**config.mk**
```make
export PLATFORM = sky130hd
export DESIGN_NAME = instr_fetch_unit
export DESIGN_NICKNAME = d
export VERILOG_FILES = /design/src/rtl/cpu_isa_pkg.sv /design/src/rtl/imm_format_decoder.sv /design/src/rtl/instr_fetch_unit.sv
export SDC_FILE = /design/constraint.sdc
export NUM_CORES = 1
export LEC_CHECK = 0
export BUFFER_PORTS_ARGS = -buffer_cell sky130_fd_sc_hd__buf_2
export CAP_MARGIN = 40
export CORE_MARGIN = 8
export CORE_UTILIZATION = 44
export CTS_BUF_LIST = sky130_fd_sc_hd__clkbuf_4
export DETAILED_ROUTE_END_ITERATION = 8
export PLACE_DENSITY = 0.73
export SLEW_MARGIN = 25
export SYNTH_ARGS = -nofsm -noshare
export SYNTH_HDL_FRONTEND = slang
export SYNTH_HIERARCHICAL = 1
export SYNTH_SLANG_ARGS = --single-unit
```
**constraint.sdc**
```tcl
create_clock -name clk -period 2.34 [get_ports clk]
set_input_delay 0.117 -clock clk [delete_from_list [all_inputs] [get_ports clk]]
set_output_delay 0.117 -clock clk [all_outputs]
set_load 0.02 [all_outputs]
```
**src/rtl/cpu_isa_pkg.sv**
```systemverilog
// Shared ISA constants for the 8-bit lab CPU: opcode groups, immediate-format
// select codes and the fetch-stage state encoding.
package cpu_isa_pkg;

    localparam logic [7:0] OPC_HALT = 8'hFF;

    // 6-bit opcodes carrying a 2-bit immediate in [1:0]
    localparam logic [5:0] OPC6_A = 6'b011000;
    localparam logic [5:0] OPC6_B = 6'b110000;
    localparam logic [5:0] OPC6_C = 6'b110001;
    localparam logic [5:0] OPC6_D = 6'b110010;

    // 4-bit opcodes carrying a 4-bit immediate in [3:0]
    localparam logic [3:0] OPC4_A = 4'b0100;
    localparam logic [3:0] OPC4_B = 4'b0101;
    localparam logic [3:0] OPC4_C = 4'b0111;

    // 3-bit opcodes carrying a 3-bit immediate in [4:2]
    localparam logic [2:0] OPC3_A = 3'b000;
    localparam logic [2:0] OPC3_B = 3'b001;
    localparam logic [2:0] OPC3_C = 3'b100;
    localparam logic [2:0] OPC3_D = 3'b101;

    localparam logic [1:0] IMM_SEL_3B   = 2'b00;
    localparam logic [1:0] IMM_SEL_4B   = 2'b01;
    localparam logic [1:0] IMM_SEL_2B   = 2'b10;
    localparam logic [1:0] IMM_SEL_NONE = 2'b11;

    typedef enum logic [1:0] {
        ST_BOOT  = 2'd0,
        ST_FETCH = 2'd1,
        ST_HOLD  = 2'd2,
        ST_HALT  = 2'd3
    } fetch_state_e;

endpackage

```
**src/rtl/imm_format_decoder.sv**
```systemverilog
// Combinational map from an instruction byte to the immediate extractor's
// format select. Earlier matches take priority (HALT before the opcode groups).
module imm_format_decoder
    import cpu_isa_pkg::*;
(
    input  logic [7:0] instr_i,
    output logic [1:0] imm_sel_o
);

    always_comb begin
        imm_sel_o = IMM_SEL_NONE;
        if (instr_i == OPC_HALT) begin
            imm_sel_o = IMM_SEL_NONE;
        end else if (instr_i[7:2] == OPC6_A || instr_i[7:2] == OPC6_B ||
                     instr_i[7:2] == OPC6_C || instr_i[7:2] == OPC6_D) begin
            imm_sel_o = IMM_SEL_2B;
        end else if (instr_i[7:4] == OPC4_A || instr_i[7:4] == OPC4_B ||
                     instr_i[7:4] == OPC4_C) begin
            imm_sel_o = IMM_SEL_4B;
        end else if (instr_i[7:5] == OPC3_A || instr_i[7:5] == OPC3_B ||
                     instr_i[7:5] == OPC3_C || instr_i[7:5] == OPC3_D) begin
            imm_sel_o = IMM_SEL_3B;
        end
    end

endmodule

```
**src/rtl/instr_fetch_unit.sv**
```systemverilog
// Fetch stage: owns the PC, requests instruction memory, latches the returned
// byte into IR with a valid/ready handshake and stops for good on HALT.
//
//   state | meaning
//   BOOT  | one idle cycle after reset, no request
//   FETCH | request outstanding at pc, waiting for imem_valid
//   HOLD  | IR valid, waiting for the consumer (or a redirect)
//   HALT  | HALT consumed; only reset leaves
module instr_fetch_unit
    import cpu_isa_pkg::*;
#(
    parameter int PC_W    = 8,
    parameter int INSTR_W = 8,
    parameter int CNT_W   = 16
) (
    input  logic               clk,
    input  logic               reset_n,
    output logic               imem_req,
    output logic [PC_W-1:0]    imem_addr,
    input  logic [INSTR_W-1:0] imem_rdata,
    input  logic               imem_valid,
    input  logic               redirect,
    input  logic [PC_W-1:0]    redirect_pc,
    output logic [INSTR_W-1:0] instruction,
    output logic [1:0]         imm_select,
    output logic               instr_valid,
    input  logic               instr_ready,
    output logic [PC_W-1:0]    pc,
    output logic               halted,
    output logic [CNT_W-1:0]   fetch_count
);

    fetch_state_e       state_q;
    logic [PC_W-1:0]    pc_q;
    logic               req_q;
    logic [INSTR_W-1:0] instr_q;
    logic [1:0]         imm_sel_q;
    logic               valid_q;
    logic               halted_q;
    logic [CNT_W-1:0]   count_q;
    logic [CNT_W-1:0]   count_d;
    logic [1:0]         dec_sel;

    imm_format_decoder u_dec (
        .instr_i   (imem_rdata),
        .imm_sel_o (dec_sel)
    );

    // Counter sticks at all-ones rather than wrapping
    assign count_d = (&count_q) ? count_q : count_q + 1'b1;

    always_ff @(posedge clk or negedge reset_n) begin
        if (!reset_n) begin
            state_q   <= ST_BOOT;
            pc_q      <= '0;
            req_q     <= 1'b0;
            instr_q   <= '0;
            imm_sel_q <= IMM_SEL_NONE;
            valid_q   <= 1'b0;
            halted_q  <= 1'b0;
            count_q   <= '0;
        end else begin
            case (state_q)
                ST_BOOT: begin
                    state_q <= ST_FETCH;
                    req_q   <= 1'b1;
                end
                ST_FETCH: begin
                    // A response racing a redirect belongs to the stale path
                    if (redirect) begin
                        pc_q <= redirect_pc;
                    end else if (imem_valid) begin
                        instr_q   <= imem_rdata;
                        imm_sel_q <= dec_sel;
                        valid_q   <= 1'b1;
                        req_q     <= 1'b0;
                        pc_q      <= pc_q + 1'b1;
                        state_q   <= ST_HOLD;
                    end
                end
                ST_HOLD: begin
                    if (redirect) begin
                        valid_q <= 1'b0;
                        pc_q    <= redirect_pc;
                        req_q   <= 1'b1;
                        state_q <= ST_FETCH;
                    end else if (instr_ready) begin
                        count_q <= count_d;
                        valid_q <= 1'b0;
                        if (instr_q == OPC_HALT) begin
                            halted_q <= 1'b1;
                            state_q  <= ST_HALT;
                        end else begin
                            req_q   <= 1'b1;
                            state_q <= ST_FETCH;
                        end
                    end
                end
                ST_HALT: begin
                    state_q <= ST_HALT;
                end
                default: begin
                    state_q <= ST_BOOT;
                end
            endcase
        end
    end

    assign imem_req    = req_q;
    assign imem_addr   = pc_q;
    assign pc          = pc_q;
    assign instruction = instr_q;
    assign imm_select  = imm_sel_q;
    assign instr_valid = valid_q;
    assign halted      = halted_q;
    assign fetch_count = count_q;

endmodule

```
==> flow_summary.toml <==
[final_layout]
area_delta_synth_final_pct = 19.9
nets = 279
drive_above_1_share_pct = 36.6
n_fill_cell = 437
final_common_cell = "buf_2"
antennaDiodeCount = 0
final_core_util_pct = 53.5
layout_common_cells = "buf_2 (65), dfrtp_1 (37), nand2_1 (14), nor2_1 (13), xor2_1 (13)"
fin_cells = 311

[die]
row_count = 25
coreArea_sq_um = 4630
die_h_um = 84.5
fp.dieW_um = 84.5
die_area_sq_um = 7140
start_util_pct = 44.6
ios = 66

[worst_setup_path]
crit_type = "reg2reg"
crit_required_ns = 2.58
cp-end-kind = "flop"
rrSetupSlack_ns = 0.27
worstPathArrival_ns = 2.31
critical_path.max_fanout = 11
cp-start-kind = "flop"

[pwr]
combPwrFrac_pct = 36.6
leakagePower_nw = 1.26
switching_power_mw = 0.842
swShare_pct = 40.9
seqPwrFrac_pct = 47.3
p_clk_share_pct = 16.2
powerDensity_nw_per_um2 = 832
ir_drop_mv = 0.561
p_int_mw = 1.22
power_mw = 2.06

[synthesis]
async_flop_share_pct = 100
ys_top_cells_by_area = "dfrtp_1 (45%), xor2_1 (5.5%), mux2_2 (5.5%), buf_4 (2.9%), dfstp_2 (2.5%)"
ys_types = 50
synth.largest_area_cell = "dfrtp_1"
ys.flop_type = "dfrtp_1"
ys_warn_count = 6
synth_seq_area_share_pct = 47.4
synth_cells = 193
syn_area_sq_um = 2070
ys_ff_latch = 39
syn_nets = 216
synth_top_cell_area_share_pct = 44.8
synth_edf_count = 0
avgSynthCellArea_sq_um = 10.7

[min_path]
hold_path_class = "in2reg"

[outcome]
status = "finished, final reports clean"

[clock_tree]
ctsResizeCount = 0
cts_max_path_buffers = 2
clock_sinks = 39
cts_htree_levels = 2
cts_tree = "yes"
cts_buffers = 5
cts.reportedPaths.clkPinSlew_ns = 0.11
root_buffer = "clkbuf_4"
clk_latency_ns = 0.34

[detailed_routing]
wirelength_um = 4750
routedWlPerCell_um = 15.3
drtPass1Iterations = 4
remaining_drc_errors = 0
drt.antenna.violating_nets = 0
drtIter0Drc = 87
via_per_inst = 5.47
num_vias = 1700

[placement]
gp_congestion = 0.848
portBuffers = 65
place_ws_ns = 0.309
dp_hpwl_um = 3610
placedCellCount = 300

[timing]
setup_viol = 0
rsz0062_at_grt = "false"
setup_slack_ns = 0.268
tightest_slew_ns = 0.652
period_share_pct = 88.6
drv_slew = 0
fin_tns_setup_ns = 0
fmax_mhz = 483
max-slew-margin-rel_pct = 56.5
fin_skew_ns = 0.00646
hold_viol = 0
fin_crit_ns = 2.07

[run]
drv_cap = 0

[global_route]
first_global_vias = 1754
track_usage_pct = 13.6
antenna_found_initial = 0
grt_max_degree = 26
grt_overflow = 0
grt_first_pass_wirelength_um = 8000
-- routing by layer --
layer  GRT usage [%]  part of all wire [%]  routed length, um
met2            21.5                    46               2200
met1            16.0                    44               2080
met4            3.88                  0.76                 36
met5               0                     0                  0
met3            6.54                   9.3                443
-- synth_stat cells, types with 3 or more instances --
cell type / number
dfrtp_1: 37
nand2_1: 14
nor2_1: 13
xor2_1: 13
mux2_2: 10
buf_4: 8
nand4_1: 7
nor3_1: 7
a21oi_1: 6
inv_1: 5
nand3_1: 5
o21ai_0: 5
buf_2: 4
nor4_1: 4
and3_1: 3
nor3b_1: 3
o21a_1: 3
o22ai_1: 3
-- worst max-delay path: stages, from the launching register on --
cell     delay [ns]
dfrtp_1        0.57
nor2b_1        0.55
or2_0          0.47
o21ai_1        0.13
a22o_1         0.25
-- power groups by stage --
stage / Sequential (mW) / Combinational (mW) / Clock, mW
after global placement: 0.979 / 0.748 / 0
final: 0.974 / 0.753 / 0.333
after detailed placement: 0.987 / 0.757 / 0
after global routing: 1.00 / 0.816 / 0.375
after floorplan: 1.14 / 0.383 / 0
after CTS: 0.973 / 0.764 / 0.346
-- what timing repair did --
| action | CTS | global route |
|---|---|---|
| endpoints found under the hold margin | 32 | 0 |
| buffers inserted | 0 | 0 |
| hold buffers | 3 | 0 |
-- metrics by stage --
stage                     area [sq um]  hold WS [ns]
after CTS                         2480       0.00301
after global placement            2370         0.283
after floorplan                   2070        -0.179
after global routing              2480        0.0175
final                             2480        0.0199
after detailed placement          2390        0.0563
-- cell families (layout without fill, tap and decap cells) --
group | Yosys count | in the layout | share of synthesized area (%)
AOI/OAI and AO/OA | 34 | 34 | 11.5
xor gates and xnor gates | 15 | 15 | 6.36
adders and majority gates | 2 | 2 | 1.21
buffers and inverters | 18 | 82 | 4.97
DFF | 39 | 39 | 47.4
muxes | 11 | 11 | 6.18
and+or+nand+nor | 74 | 74 | 22.4
-- worst paths after layout --
check                                end            from  cells after the start
hold / removal              imem_addr[0]  redirect_pc[0]                      3
hold reg to reg                   halted          halted                      1
max in group asynchronous  imm_select[0]         reset_n                      3
setup / recovery            imem_addr[7]      state_q[1]                      4
min in group asynchronous   imem_addr[2]         reset_n                      2
setup reg to reg            imem_addr[7]      state_q[1]                      4
-- registers in the layout, indices dropped and copies added (netlist names) --
signal       count
imm_select       2
imem_addr        8
state_q          2
imem_req         1
instruction      8
instr_valid      1
halted           1
fetch_count     16
-- layout make-up --
cell class / instances / area, sq um / share of cell area (%)
multi-input cells: 136 / 985 / 39.7
clock buffers: 5 / 37.5 / 1.52
flip-flops and latches: 39 / 978 / 39.5
well taps: 54 / 67.6 / 2.73
repair buffers: 69 / 375 / 15.2
clock inverters: 3 / 15.0 / 0.606
inverters: 5 / 18.8 / 0.758
Power figures use the tool's default switching activity.
